**src/rtl/pipe_ctrl_unit.sv**
```systemverilog
// pipe_ctrl_unit -- pipeline hazard controller for the SampleCPU core.
//
// Merges per-stage stall requests into a hold vector (the deepest requester
// holds itself and every earlier register), runs a registered flush
// sequencer that redirects the PC, and a sticky watchdog that flags a
// pipeline stalled for WDOG_LIMIT consecutive cycles.
//
// Optional feature macro: CTRL_STALL_CNT_EN
//   defined   -> 32-bit wrapping stall_cycles counter and port exist
//   undefined -> port absent, no counter logic
//
// Ports:
//   clk           in   core clock, all state on rising edge
//   rst           in   synchronous active-high reset
//   stallreq      in   [NUM_STAGES] bit k = stage k requests a bubble (bit 0 ignored)
//   flush_req     in   redirect request, single-cycle pulse
//   flush_pc      in   [PC_W] redirect target, sampled with flush_req
//   stall         out  [NUM_STAGES] bit k = hold register k this cycle
//   flush         out  clear all pipeline registers this cycle (registered)
//   new_pc        out  [PC_W] last latched redirect target
//   wdog_err      out  sticky hung-pipeline flag, cleared only by rst
//   stall_cycles  out  [32] total stalled cycles (CTRL_STALL_CNT_EN only)

module pipe_ctrl_unit #(
  parameter int unsigned NUM_STAGES   = 6,
  parameter int unsigned PC_W         = 32,
  parameter int unsigned FLUSH_CYCLES = 1,
  parameter int unsigned WDOG_LIMIT   = 1024
) (
  input  logic                  clk,
  input  logic                  rst,
  input  logic [NUM_STAGES-1:0] stallreq,
  input  logic                  flush_req,
  input  logic [PC_W-1:0]       flush_pc,
  output logic [NUM_STAGES-1:0] stall,
  output logic                  flush,
  output logic [PC_W-1:0]       new_pc,
  output logic                  wdog_err
`ifdef CTRL_STALL_CNT_EN
  ,
  output logic [31:0]           stall_cycles
`endif
);

  localparam int unsigned FCNT_W = 4;
  localparam int unsigned WCNT_W = $clog2(WDOG_LIMIT);
  localparam logic [FCNT_W-1:0] FCNT_RELOAD = FCNT_W'(FLUSH_CYCLES - 1);
  localparam logic [WCNT_W-1:0] WCNT_MAX    = WCNT_W'(WDOG_LIMIT - 1);

  typedef enum logic {
    RUN,
    FLUSH
  } state_e;

  state_e                state_q, state_d;
  logic [FCNT_W-1:0]     fcnt_q, fcnt_d;
  logic [PC_W-1:0]       new_pc_q, new_pc_d;
  logic [WCNT_W-1:0]     wcnt_q, wcnt_d;
  logic                  wdog_q, wdog_d;
  logic [NUM_STAGES-1:0] req_eff;
  logic [NUM_STAGES-1:0] merged;
  logic                  stalled;

  // Bit 0 is the PC itself and never requests a bubble.
  assign req_eff = stallreq & ~NUM_STAGES'(1);

  // Register i holds when any stage at or beyond i requests, which is the
  // same as a thermometer mask up to the deepest requester.
  always_comb begin
    merged = '0;
    for (int unsigned i = 0; i < NUM_STAGES; i++) begin
      for (int unsigned k = 0; k < NUM_STAGES; k++) begin
        if ((k >= i) && req_eff[k]) begin
          merged[i] = 1'b1;
        end
      end
    end
  end

  assign stall   = (rst || (state_q == FLUSH)) ? '0 : merged;
  assign stalled = |stall;
  assign flush   = (state_q == FLUSH);
  assign new_pc  = new_pc_q;
  assign wdog_err = wdog_q;

  // Flush sequencer: a request in either state (re)latches the target and
  // reloads the cycle count, so back-to-back requests extend the flush.
  always_comb begin
    state_d  = state_q;
    fcnt_d   = fcnt_q;
    new_pc_d = new_pc_q;
    case (state_q)
      RUN: begin
        if (flush_req) begin
          state_d  = FLUSH;
          fcnt_d   = FCNT_RELOAD;
          new_pc_d = flush_pc;
        end
      end
      FLUSH: begin
        if (flush_req) begin
          fcnt_d   = FCNT_RELOAD;
          new_pc_d = flush_pc;
        end else if (fcnt_q == '0) begin
          state_d = RUN;
        end else begin
          fcnt_d = fcnt_q - 1'b1;
        end
      end
      default: begin
        state_d = RUN;
      end
    endcase
  end

  // Watchdog: wcnt counts stalled cycles already seen in the current run,
  // so the error sets on the cycle that would make it WDOG_LIMIT.
  always_comb begin
    wcnt_d = '0;
    wdog_d = wdog_q;
    if (stalled) begin
      wcnt_d = (wcnt_q == WCNT_MAX) ? wcnt_q : wcnt_q + 1'b1;
      if (wcnt_q == WCNT_MAX) begin
        wdog_d = 1'b1;
      end
    end
  end

  always_ff @(posedge clk) begin
    if (rst) begin
      state_q  <= RUN;
      fcnt_q   <= '0;
      new_pc_q <= '0;
      wcnt_q   <= '0;
      wdog_q   <= 1'b0;
    end else begin
      state_q  <= state_d;
      fcnt_q   <= fcnt_d;
      new_pc_q <= new_pc_d;
      wcnt_q   <= wcnt_d;
      wdog_q   <= wdog_d;
    end
  end

`ifdef CTRL_STALL_CNT_EN
  logic [31:0] stall_cnt_q;

  always_ff @(posedge clk) begin
    if (rst) begin
      stall_cnt_q <= '0;
    end else if (stalled) begin
      stall_cnt_q <= stall_cnt_q + 32'd1;
    end
  end

  assign stall_cycles = stall_cnt_q;
`endif

endmodule

```
**config.mk**
```make
export PLATFORM = sky130hd
export DESIGN_NAME = pipe_ctrl_unit
export DESIGN_NICKNAME = d
export VERILOG_FILES = /design/src/rtl/pipe_ctrl_unit.sv
export SDC_FILE = /design/constraint.sdc
export NUM_CORES = 1
export LEC_CHECK = 0
export ABC_CLOCK_PERIOD_IN_PS = 1750
export BUFFER_PORTS_ARGS = -buffer_cell sky130_fd_sc_hd__buf_2
export CAP_MARGIN = 5
export CORE_ASPECT_RATIO = 1.75
export CORE_MARGIN = 2
export CORE_UTILIZATION = 36
export CTS_BUF_LIST = sky130_fd_sc_hd__clkbuf_2
export DETAILED_ROUTE_END_ITERATION = 12
export PLACE_DENSITY = 0.71
export SYNTH_ARGS = -nofsm -noshare
export SYNTH_HDL_FRONTEND = slang
export SYNTH_SLANG_ARGS = --single-unit
```
**constraint.sdc**
```tcl
create_clock -name clk -period 1.75 [get_ports clk]
set_input_delay 0.175 -clock clk [delete_from_list [all_inputs] [get_ports clk]]
set_output_delay 0.175 -clock clk [all_outputs]
set_load 0.01 [all_outputs]
```
==> results.md <==
| Group | Result | This run |
| --- | --- | --- |
| worst setup path | Worst Path Required | 1.57 ns |
| synthesis | Synthesized cell area | 1906 µm² |
| synthesis | Top_reg_cell synth | dfxtp_1 |
| synthesis | EDFF count, synth | 0 |
| synthesis | Top cell types by occurrence after synthesis | dfxtp_1 (48), nor2_1 (45), mux2i_1 (32) |
| die | Number of standard-cell rows in the floorplan | 35 |
| layout | Share of final-layout standard cells stronger than drive strength 1 | 0.3180 |
| timing | Final hold viol count | 0 |
| clocking | CTS tree | yes |
| worst setup path | Launching element type of the critical path | register |
| global route | Global Route Usage Sum | 0.1562 |
| synthesis | Synthesized netlist cell count | 193 |
| power and ir drop | Power Density | 771.3 nW/µm² |
| clocking | Reg clk slew, reported paths | 0.27 ns |
| layout | Number of standard cells in the layout, taps in and fillers out | 360 |
| job | Number of maximum-capacitance constraint violations | 0 |
| timing | Final-layout setup total negative slack | 0 ns |
| routing | Drt first-iter violations | 20 |
| synthesis | Proportion of register bits with asynchronous set or reset after synthesis | 0 |
| global route | Via count of the first global-routing pass | 1,684 |
| clocking | Worst skew pair latency | 0.42 ns |
| synthesis | Number of distinct library cells after synthesis | 35 |
| worst setup path | Critical path data arrival time | 1.34 ns |
| timing | Share of the cycle needed by the critical path after routing | 0.8676 |
| timing | Setup skew after layout | 0.01350 ns |
| routing | Post-detailed-route DRC marker count | 0 |
| power and ir drop | Register share of total power | 0.555 |
| timing | Shortest period the worst path allows | 1.518 ns |
| routing | Met2 routed WL | 2341 µm |
| layout | Count of nets after finishing | 347 |
| global route | First-pass GRT wire length | 7182 µm |
| power and ir drop | Sw Pwr | 0.0005479 W |
| routing | Met1 layer wirelength in the final routing | 1659 µm |
| global route | GR Overflow Total | 0 |
| routing | Routed wire length on met3 | 192 µm |
| hold path | Tightest Hold Check Type | input port to register |
| timing | # setup viols final | 0 |
| synthesis | Number of synthesized register bits | 48 |
| timing | Number of max-slew violations in the final report | 0 |
| routing | Total vias in the final route | 1,721 |
| clocking | H-tree depth | 2 |
| worst setup path | Largest fanout of any net on the critical path | 5 |
| routing | DR pass1 iterations | 4 |
| placement | Final RePlAce weighted congestion | 0.7474 |
| routing | ANT nets after route | 0 |
| clocking | Total number of clock tree sinks | 48 |
| routing | Routed via count divided by cell count | 4.781 |
| timing | Slew Limit Headroom | 0.7126 |
| routing | Drt total wl | 4301 µm |
| synthesis | Area share of the largest cell type after synthesis | 0.5043 |
| synthesis | Post-Syn Area per Cell | 9.873 µm² |
| power and ir drop | Static Leakage | 1.322 nW |
| worst setup path | Startpoint-to-endpoint class of the critical path | register to primary output |
| placement | Final HPWL DP | 2796 µm |
| die | Starting utilization of the core area | 0.3688 |
| clocking | Post-CTS setup buffer count | 0 |
| clocking | TritonCTS buffer count | 5 |
| timing | Unrepaired setup endpoints after global routing | no |
| layout | Diodes inserted | 0 |
| power and ir drop | Share of total power in the clock network | 0.294 |
| synthesis | Synthesized Nets | 236 |
| status | Outcome | completed |
| timing | Max frequency | 658.6 MHz |
| die | Die outline area | 5914 µm² |
| worst setup path | Endpoint class of the critical path | primary output |
| global route | Largest net degree at the start of global routing | 39 |
| worst setup path | Setup slack of the most critical reg-to-reg path | 0.24 ns |
| power and ir drop | Worst vdd rail ir drop | 0.5375 mV |
| placement | Number of placed cells counting well taps | 320 |
| synthesis | Most frequent cell after synthesis | dfxtp_1 |
| routing | Top layer reached by signal wires | met4 |
| power and ir drop | Internal power consumption | 0.001567 W |
| clocking | Root buffer cell | clkbuf_2 |
| layout | Syn-to-layout area delta | 43.86% |
| routing | Detail-routed net length per standard cell | 11.95 µm |
| synthesis | Library cell occupying the most area in the post-synthesis netlist | dfxtp_1 |
| die | DIE HEIGHT | 100.2 µm |
| synthesis | Register area share after synthesis | 0.5043 |
| die | I/O pins | 81 |
| power and ir drop | Combinational fraction of design power | 0.151 |
| synthesis | Warning count from the yosys run | 0 |
| synthesis | Area contributors post-synth | dfxtp_1 (50%), mux2i_1 (17%), nor2_1 (8.9%) |
| placement | Total of buffers placed on input and output ports | 79 |
| power and ir drop | Net Sw Frac | 0.2591 |
| die | Die span in x | 59.00 µm |
| die | Core region area | 5167 µm² |
| global route | Antenna violations before repair | 0 |
| timing | Worst-Margin Slew | 0.4258 ns |
| clocking | Maximum clock path buffer count | 2 |
[power groups by stage]
stage               logic [W]  clock network [W]  registers [W]
global placement     0.000259                  0        0.00119
CTS                  0.000318           0.000652        0.00117
finish               0.000319           0.000622        0.00117
detailed placement   0.000263                  0        0.00119
floorplan            0.000125                  0        0.00121
global route         0.000353           0.000683        0.00118
[stage by stage]
step	setup slack, ns	utilization	area, µm²	power, W	hold slack [ns]
global placement	0.2714	0.4542	2347	0.001449	0.4061
floorplan	0.3424	-	1906	0.001338	0.2647
detailed placement	0.2626	0.4542	2347	0.001454	0.4151
finish	0.2316	0.5305	2741	0.002114	0.1173
CTS	0.06152	0.5300	2739	0.002142	0.09080
global route	0.07500	0.5305	2741	0.002216	0.1115
[placed cells by master (no fill, tap or decap), types with 2 or more instances in the layout]
cell	synthesis	routed
buf_2	4	79
dfxtp_1	48	48
nor2_1	45	44
mux2i_1	32	32
dlygate4sd3_1	0	32
a21oi_1	7	7
nand2_1	6	6
nor3_1	6	6
xnor2_1	5	5
clkbuf_2	0	5
inv_1	3	3
and2_1	3	3
nand3_1	3	3
xor2_1	3	3
buf_4	1	3
or3_1	2	2
ha_1	2	2
[per-layer routing]
layer  vias to the layer above  GRT usage
li1                        881          -
met3                        10    0.02964
met5                         -          0
met1                       780     0.1640
met2                        50     0.2838
met4                         0    0.07867
[critical path, stage by stage, from the launching register on]
cell,delay (ns)
dfxtp_1,0.41
nor2_2,0.20
o21ai_2,0.11
inv_2,0.08
buf_2,0.13
[logic make-up after synthesis]
group	Yosys count	share of synthesized area
xor+xnor	8	0.03677
buf+inv	15	0.04202
mux	32	0.1681
compound gates	16	0.05910
flops	48	0.5043
simple gates	72	0.1766
fa+ha+maj	2	0.01313
[sequential cells by signal (all words and copies together), names as in the netlist]
| signal | count |
|---|---|
| wdog_err | 1 |
| fcnt_q | 4 |
| wcnt_q | 10 |
| flush | 1 |
| new_pc | 32 |
[final timing paths]
kind / startpoint / end / depth (start not counted)
setup / recovery: flush / stall[0] / 4
hold / removal: stallreq[1] / wdog_err / 5
setup reg to reg: wcnt_q[3] / wcnt_q[0] / 4
hold reg to reg: wdog_err / wdog_err / 2
[cell type report]
cell class	instances	area (µm²)
well taps	55	68.82
multi-input cells	130	867.1
inverters	4	15.01
repair buffers	115	758.2
clock inverters	3	46.29
flip-flops and latches	48	960.9
fillers	474	2426
clock buffers	5	25.02
[timing repair]
| item | 4_1_cts | 5_1_grt |
|---|---|---|
| hold buffers | 32 | 0 |
| gates resized for setup | 0 | 1 |
| hold endpoints to repair | 32 | 0 |
| endpoints found under the setup margin | 0 | 2 |
Note: power is estimated with default switching activity, not from simulation.
